===== config.mk =====
export PLATFORM = sky130hd
export DESIGN_NAME = overlay_stream_blend
export DESIGN_NICKNAME = d
export VERILOG_FILES = /design/src/rtl/overlay_stream_blend.sv
export SDC_FILE = /design/constraint.sdc
export NUM_CORES = 1
export LEC_CHECK = 0
export BUFFER_PORTS_ARGS = -buffer_cell sky130_fd_sc_hd__buf_2
export CORE_UTILIZATION = 45
export DETAILED_ROUTE_END_ITERATION = 12
export GPL_TIMING_DRIVEN = 0
export MAX_ROUTING_LAYER = met4
export PLACE_DENSITY = 0.62
export SKIP_LAST_GASP = 1
export SYNTH_ARGS = -nofsm -noshare
export SYNTH_HDL_FRONTEND = slang
export SYNTH_SLANG_ARGS = --single-unit

===== constraint.sdc =====
create_clock -name clk_sys -period 5.25 [get_ports clk_sys]
set_input_delay 1.05 -clock clk_sys [delete_from_list [all_inputs] [get_ports clk_sys]]
set_output_delay 1.05 -clock clk_sys [all_outputs]
set_load 0.01 [all_outputs]

===== src/rtl/overlay_stream_blend.sv =====
// rtl/overlay_stream_blend.sv - overlay word fetch, FIFO, pixel unpack and beam blend
module overlay_stream_blend #(
  parameter int CH_BITS     = 4,
  parameter int WORD_PIX    = 2,
  parameter int FIFO_DEPTH  = 8,
  parameter int ADDR_W      = 24,
  parameter int TINT_THRESH = 108
) (
  input  logic                            clk_sys,
  input  logic                            reset,
  input  logic                            ce_pix,
  input  logic                            enable,
  input  logic                            hblank,
  input  logic                            vblank,
  input  logic                            vsync,
  input  logic [ADDR_W-1:0]               base_addr,
  output logic                            mem_req,
  output logic [ADDR_W-1:0]               mem_addr,
  input  logic                            mem_ack,
  input  logic [4*CH_BITS*WORD_PIX-1:0]   mem_data,
  input  logic [7:0]                      beam_r,
  input  logic [7:0]                      beam_g,
  input  logic [7:0]                      beam_b,
  input  logic                            alpha_en,
  input  logic                            color_vec,
  input  logic                            tint_en,
  output logic [7:0]                      out_r,
  output logic [7:0]                      out_g,
  output logic [7:0]                      out_b,
  output logic                            underrun
);

  localparam int PIX_W  = 4 * CH_BITS;
  localparam int WORD_W = PIX_W * WORD_PIX;
  localparam int PTR_W  = (FIFO_DEPTH > 1) ? $clog2(FIFO_DEPTH) : 1;
  localparam int CNT_W  = PTR_W + 1;
  localparam int SUB_W  = (WORD_PIX > 1) ? $clog2(WORD_PIX) : 1;

  logic [WORD_W-1:0] fifo_mem [FIFO_DEPTH];
  logic [PTR_W-1:0]  wr_ptr, rd_ptr;
  logic [CNT_W-1:0]  count, skip;
  logic [SUB_W-1:0]  sub, sub_next;
  logic              discard, vsync_d;
  logic [PIX_W-1:0]  ov_pix, head_pix;
  logic [WORD_W-1:0] head_word;

  logic frame_start, active, ack, ack_drop, ack_skip, push;
  logic pop_slot, fifo_empty, sub_last, pop, skip_inc;
  logic fg, bgp, sel_ov, tint;
  logic [7:0] o_r, o_g, o_b, o_a;
  logic [7:0] blend_r, blend_g, blend_b;

  // MSB-first bit replication of one channel up to 8 bits
  function automatic logic [7:0] expand(input logic [CH_BITS-1:0] ch);
    logic [7:0] e;
    for (int i = 0; i < 8; i++) e[7-i] = ch[CH_BITS-1-(i % CH_BITS)];
    return e;
  endfunction

  // Beam-priority composite with optional white tint, else alpha-scaled overlay
  function automatic logic [7:0] blend_ch(input logic [7:0] o8, input logic [7:0] beam_c,
                                          input logic [7:0] a8, input logic fg_i,
                                          input logic sel_i, input logic tint_i,
                                          input logic alpha_i);
    logic [7:0]  base;
    logic [7:0]  inv;
    logic [16:0] prod;
    base = sel_i ? o8 : beam_c;
    inv  = 8'd255 - base;
    prod = 17'(o8) * (17'(a8) + 17'd1);
    if (fg_i) return tint_i ? base + (inv >> 1) + (inv >> 2) : base;
    return alpha_i ? 8'(prod >> 8) : o8;
  endfunction

  // Event decode: frame start, ack classification, pop slot and FIFO head pixel
  always_comb begin
    frame_start = vsync & ~vsync_d;
    active      = ~(hblank | vblank);
    ack         = mem_req & mem_ack;
    ack_drop    = ack & (discard | frame_start);
    ack_skip    = ack & ~ack_drop & (skip != '0);
    push        = ack & ~ack_drop & ~ack_skip;
    pop_slot    = ce_pix & active & enable & ~frame_start;
    fifo_empty  = (count == '0);
    sub_last    = (sub == SUB_W'(WORD_PIX - 1));
    sub_next    = sub_last ? '0 : sub + SUB_W'(1);
    pop         = pop_slot & ~fifo_empty & sub_last;
    skip_inc    = pop_slot & fifo_empty & sub_last & (skip != CNT_W'(FIFO_DEPTH));
    head_word   = fifo_mem[rd_ptr];
    head_pix    = head_word[int'(sub)*PIX_W +: PIX_W];
  end

  // Channel expansion and blend of the current overlay pixel with the beam
  always_comb begin
    o_r     = expand(ov_pix[CH_BITS-1:0]);
    o_g     = expand(ov_pix[2*CH_BITS-1:CH_BITS]);
    o_b     = expand(ov_pix[3*CH_BITS-1:2*CH_BITS]);
    o_a     = expand(ov_pix[4*CH_BITS-1:3*CH_BITS]);
    fg      = |{beam_r, beam_g, beam_b};
    bgp     = |ov_pix[3*CH_BITS-1:0];
    sel_ov  = color_vec & bgp;
    tint    = tint_en & (int'(beam_r) > TINT_THRESH);
    blend_r = blend_ch(o_r, beam_r, o_a, fg, sel_ov, tint, alpha_en);
    blend_g = blend_ch(o_g, beam_g, o_a, fg, sel_ov, tint, alpha_en);
    blend_b = blend_ch(o_b, beam_b, o_a, fg, sel_ov, tint, alpha_en);
  end

  // FIFO storage write; contents need no reset since occupancy gates reads
  always_ff @(posedge clk_sys) begin
    if (push) fifo_mem[wr_ptr] <= mem_data;
  end

  // Fetcher, FIFO bookkeeping, pixel pop, skip/discard tracking and output register
  always_ff @(posedge clk_sys) begin
    if (reset) begin
      vsync_d  <= 1'b0;
      mem_req  <= 1'b0;
      mem_addr <= '0;
      discard  <= 1'b0;
      skip     <= '0;
      count    <= '0;
      wr_ptr   <= '0;
      rd_ptr   <= '0;
      sub      <= '0;
      ov_pix   <= '0;
      underrun <= 1'b0;
      out_r    <= 8'd0;
      out_g    <= 8'd0;
      out_b    <= 8'd0;
    end else begin
      vsync_d <= vsync;

      // Single outstanding read; only the FIFO count matters since no read is in flight
      if (ack) mem_req <= 1'b0;
      else if (!mem_req && enable && !frame_start && count < CNT_W'(FIFO_DEPTH)) mem_req <= 1'b1;

      // Address must stay put while a request is up, so a restart during a read
      // reloads base_addr only when that read's ack arrives
      if (frame_start && !mem_req) mem_addr <= base_addr;
      else if (ack_drop)           mem_addr <= base_addr;
      else if (ack)                mem_addr <= mem_addr + ADDR_W'(1);

      if (ack)                         discard <= 1'b0;
      else if (frame_start && mem_req) discard <= 1'b1;

      if (frame_start) skip <= '0;
      else if (ack_skip && !skip_inc) skip <= skip - CNT_W'(1);
      else if (skip_inc && !ack_skip) skip <= skip + CNT_W'(1);

      if (frame_start) begin
        count  <= '0;
        wr_ptr <= '0;
        rd_ptr <= '0;
        sub    <= '0;
      end else begin
        if (push) wr_ptr <= wr_ptr + PTR_W'(1);
        if (pop)  rd_ptr <= rd_ptr + PTR_W'(1);
        count <= count + CNT_W'(push) - CNT_W'(pop);
        if (pop_slot) sub <= sub_next;
      end

      if (pop_slot) ov_pix <= fifo_empty ? '0 : head_pix;
      else if (ce_pix && !(active && enable)) ov_pix <= '0;

      if (frame_start) underrun <= 1'b0;
      else if (pop_slot && fifo_empty) underrun <= 1'b1;

      out_r <= blend_r;
      out_g <= blend_g;
      out_b <= blend_b;
    end
  end

endmodule


==> impl_metrics.json <==
{
  "worst_hold_path_type": "flip-flop to flip-flop",
  "coreArea_mm2": 0.0466,
  "drv_slew": 0,
  "fmax_mhz": 191,
  "drcViolationCount": 0,
  "hold_viol": 0,
  "worstPathArrival_ps": 5690,
  "dieArea_mm2": 0.0481,
  "path_clk_slew_ps": 80,
  "p_sw_share_pct": 23.8,
  "clockPowerShare_pct": 43.2,
  "synthSimpleGateAreaFrac_pct": 8.99,
  "synth_edf_count": 256,
  "combPwrFrac_pct": 8.4,
  "numCtsBuffers": 37,
  "rsz0062_at_grt": "yes",
  "grtUsageTotal_pct": 24.1,
  "power.total_mw": 6.14,
  "required_ps": 5700,
  "relSlewSlack_pct": 13.4,
  "totalWireLength_um": 55700,
  "hpwl_um": 40900,
  "grt_pass1_vias": 15000,
  "drt-wirelength-per-cell_um": 21.0,
  "hold_buffers": 0,
  "synth_compound_area_share_pct": 8.36,
  "layout_min_cycle_time_ps": 5250,
  "floorplan.rows": 79,
  "maxCapViolCount": 0,
  "htreeDepth": 2,
  "dr.pass1.iters": 5,
  "grt_max_degree": 24,
  "drt-initial-drc-count": 1214,
  "nets": 2371,
  "rr_startpoint": "ov_pix[12]$_SDFFE_PP0P_",
  "finalSetupViolCount": 0,
  "cts_root_buf": "clkbuf_16",
  "dr_wl_met3_um": 3190,
  "die_w_um": 219,
  "yosysSeqAreaShare_pct": 44.2,
  "dr_wl_met2_um": 27600,
  "cts_tree": "built",
  "avgViaCountPerCell": 5.52,
  "antenna_found_initial": 6,
  "min-delay-start": "underrun$_SDFFE_PP0P_",
  "grt_pass1_wl_um": 84500,
  "syn_avg_cell_area_um2": 11.9,
  "powerDensity_mw_per_mm2": 244,
  "topRoutingLayerUsed": "met4",
  "clockBufferDepth": 3,
  "ant_nets": 0,
  "status": "finished clean",
  "yosysUniqueCellTypes": 66,
  "startpoint_type": "flip-flop",
  "end_kind": "flip-flop",
  "fin_util_pct": 54.1,
  "tightestPinTransition_ps": 1280,
  "yosys.area_share.xor_xnor_pct": 2.39,
  "vias": 14600,
  "switchingPower_mw": 1.46,
  "finalCritPeriodShare_pct": 99.9,
  "synth_fa_ha_area_share_pct": 21.0,
  "area_delta_synth_final_pct": 18.4,
  "synth_top_family_by_area": "adder cells",
  "yosysWarningCount": 0,
  "worstSkewPairLatency_ps": 570,
  "setup_tns_ps": 0,
  "synth-main-ff-cell": "edfxtp_1",
  "crit_fanout": 7,
  "worst-setup-path-type": "flip-flop to flip-flop",
  "seq_power_share_pct": 48.4,
  "p_leak_nw": 10.6,
  "synth_fp_nets": 2150,
  "crit_start": "ov_pix[12]$_SDFFE_PP0P_",
  "dieHeight_um": 219,
  "drive_above_1_share_pct": 23.7,
  "ys_ff_latch": 342,
  "port-buffer-count": 139,
  "clkSinkCount": 342,
  "gp_congestion": 0.933,
  "met1_length_um": 23400,
  "grt-ovfl-total": 0,
  "skew_ps": 22.2,
  "synth_mux_area_share_pct": 8.92,
  "ir_drop_v": 0.000295,
  "io-pin-count": 141,
  "synthArstFlopShare_pct": 0,
  "syn_area_mm2": 0.0213,
  "p_int_mw": 4.67,
  "start_util_pct": 45.7,
  "synth_cells": 1785
}
[power by group through the flow]
stage	Sequential (mW)	Clock, mW	Combinational [mW]
after floorplan	3.04	0	0.291
after global placement	3.03	0	0.494
after detailed placement	3.03	0	0.507
after CTS	2.97	2.70	0.511
after global routing	2.97	2.80	0.574
final	2.97	2.65	0.515
[flip-flops by register name, summed over array words and instances (netlist names), 3 cells and up, named ones only]
name	count
out_b	8
wr_ptr	3
fifo_mem	256
out_g	8
rd_ptr	3
count	4
out_r	8
skip	4
mem_addr	24
ov_pix	16
[logic make-up after synthesis]
family | Yosys count
AOI/OAI and AO/OA | 274
adders and majority gates | 274
xor gates and xnor gates | 58
buffers and inverters | 341
DFF | 342
and+or+nand+nor | 397
muxes | 99
[cells in the final DEF, fill, tap and decap left out, types with 30 or more instances in the layout]
cell type    n
nand2_1    112
ha_1       116
buf_4       30
inv_1      243
nor2_1      87
buf_2      148
xnor2_1     33
a22oi_1     41
edfxtp_1   256
clkbuf_16   39
and2_1      31
a21oi_1     78
fa_1       132
o21ai_0     39
mux4_2      70
clkbuf_1    52
dfxtp_1     80
[area by class of cell]
type | instances | area (µm²)
fill | 3931 | 21400
multi-input combinational | 1102 | 11200
sequential | 342 | 9420
timing repair buffer | 185 | 1180
inverter | 263 | 987
clock buffer | 43 | 970
tap | 607 | 759
buffer | 75 | 380
clock inverter | 24 | 248
antenna | 8 | 20.0
[path summary, 6_finish.rpt]
kind                                               to  slack [ps]  depth (start not counted)
worst max-delay path              out_b[6]$_SDFF_PP0_           4                         18
worst max register to register    out_b[6]$_SDFF_PP0_           4                         18
worst min register to register  underrun$_SDFFE_PP0P_         490                          2
worst min-delay path            underrun$_SDFFE_PP0P_         490                          2
[repair_timing]
item,in CTS,in global routing
endpoints found under the setup margin,24,20
gates resized for setup,76,102
cloned,1,0
pin swaps,31,82
buffers inserted,19,13
[Yosys cell counts, types with 5 or more instances]
master	n	area, µm²
o211ai_1	5	37.5
nor2_1	96	360
fa_1	139	2780
mux2_2	20	225
a21oi_1	84	420
mux4_2	70	1580
and2_1	42	263
nand2_1	123	462
edfxtp_1	256	7690
nand2b_1	12	75.1
a211oi_1	26	195
buf_2	8	40.0
o21ai_0	43	215
o21bai_1	5	37.5
a22oi_1	41	308
a21o_1	14	105
nor2b_1	32	200
and3_1	14	87.6
a31oi_1	16	100
inv_1	261	980
xor2_1	25	219
o31ai_1	5	37.5
dfxtp_1	86	1720
nand4_1	9	56.3
mux2i_1	8	80.1
clkbuf_1	67	251
nor4_1	8	50.1
o22ai_1	6	37.5
xnor2_1	33	289
nor3_1	23	115
nand3_1	18	90.1
ha_1	135	1690
[metal layers]
layer / vias up / GRT usage (%)
met2: 473 / 39.9
met1: 7341 / 30.5
li1: 6706 / -
met4: 0 / 6.85
met5: - / -
met3: 101 / 3.77
[critical path, cell delays in order, from the launching register on]
cell and delay [ps]:
dfxtp_4 380, ha_4 180, buf_6 120, xor2_4 180, buf_8 140, and2_4 170, fa_1 420, inv_1 80
fa_1 450, fa_1 570, inv_2 50, fa_2 560, ha_1 240, and3_1 150, a221o_2 410, a21oi_2 180
a211o_1 200, mux2_4 320, a311oi_2 310
[through the flow]
step,worst slack (ps),cell area (µm²),std cells,hold WS [ps]
3_5_place_dp,-1110,23000,2544,490
2_1_floorplan,12.2,21300,1785,462
6_report,4.05,25200,2649,489
5_1_grt,-136,25200,2647,545
3_3_place_gp,-2510,22700,2531,479
4_1_cts,-9.66,24700,2628,502
Power figures use the tool's default switching activity.
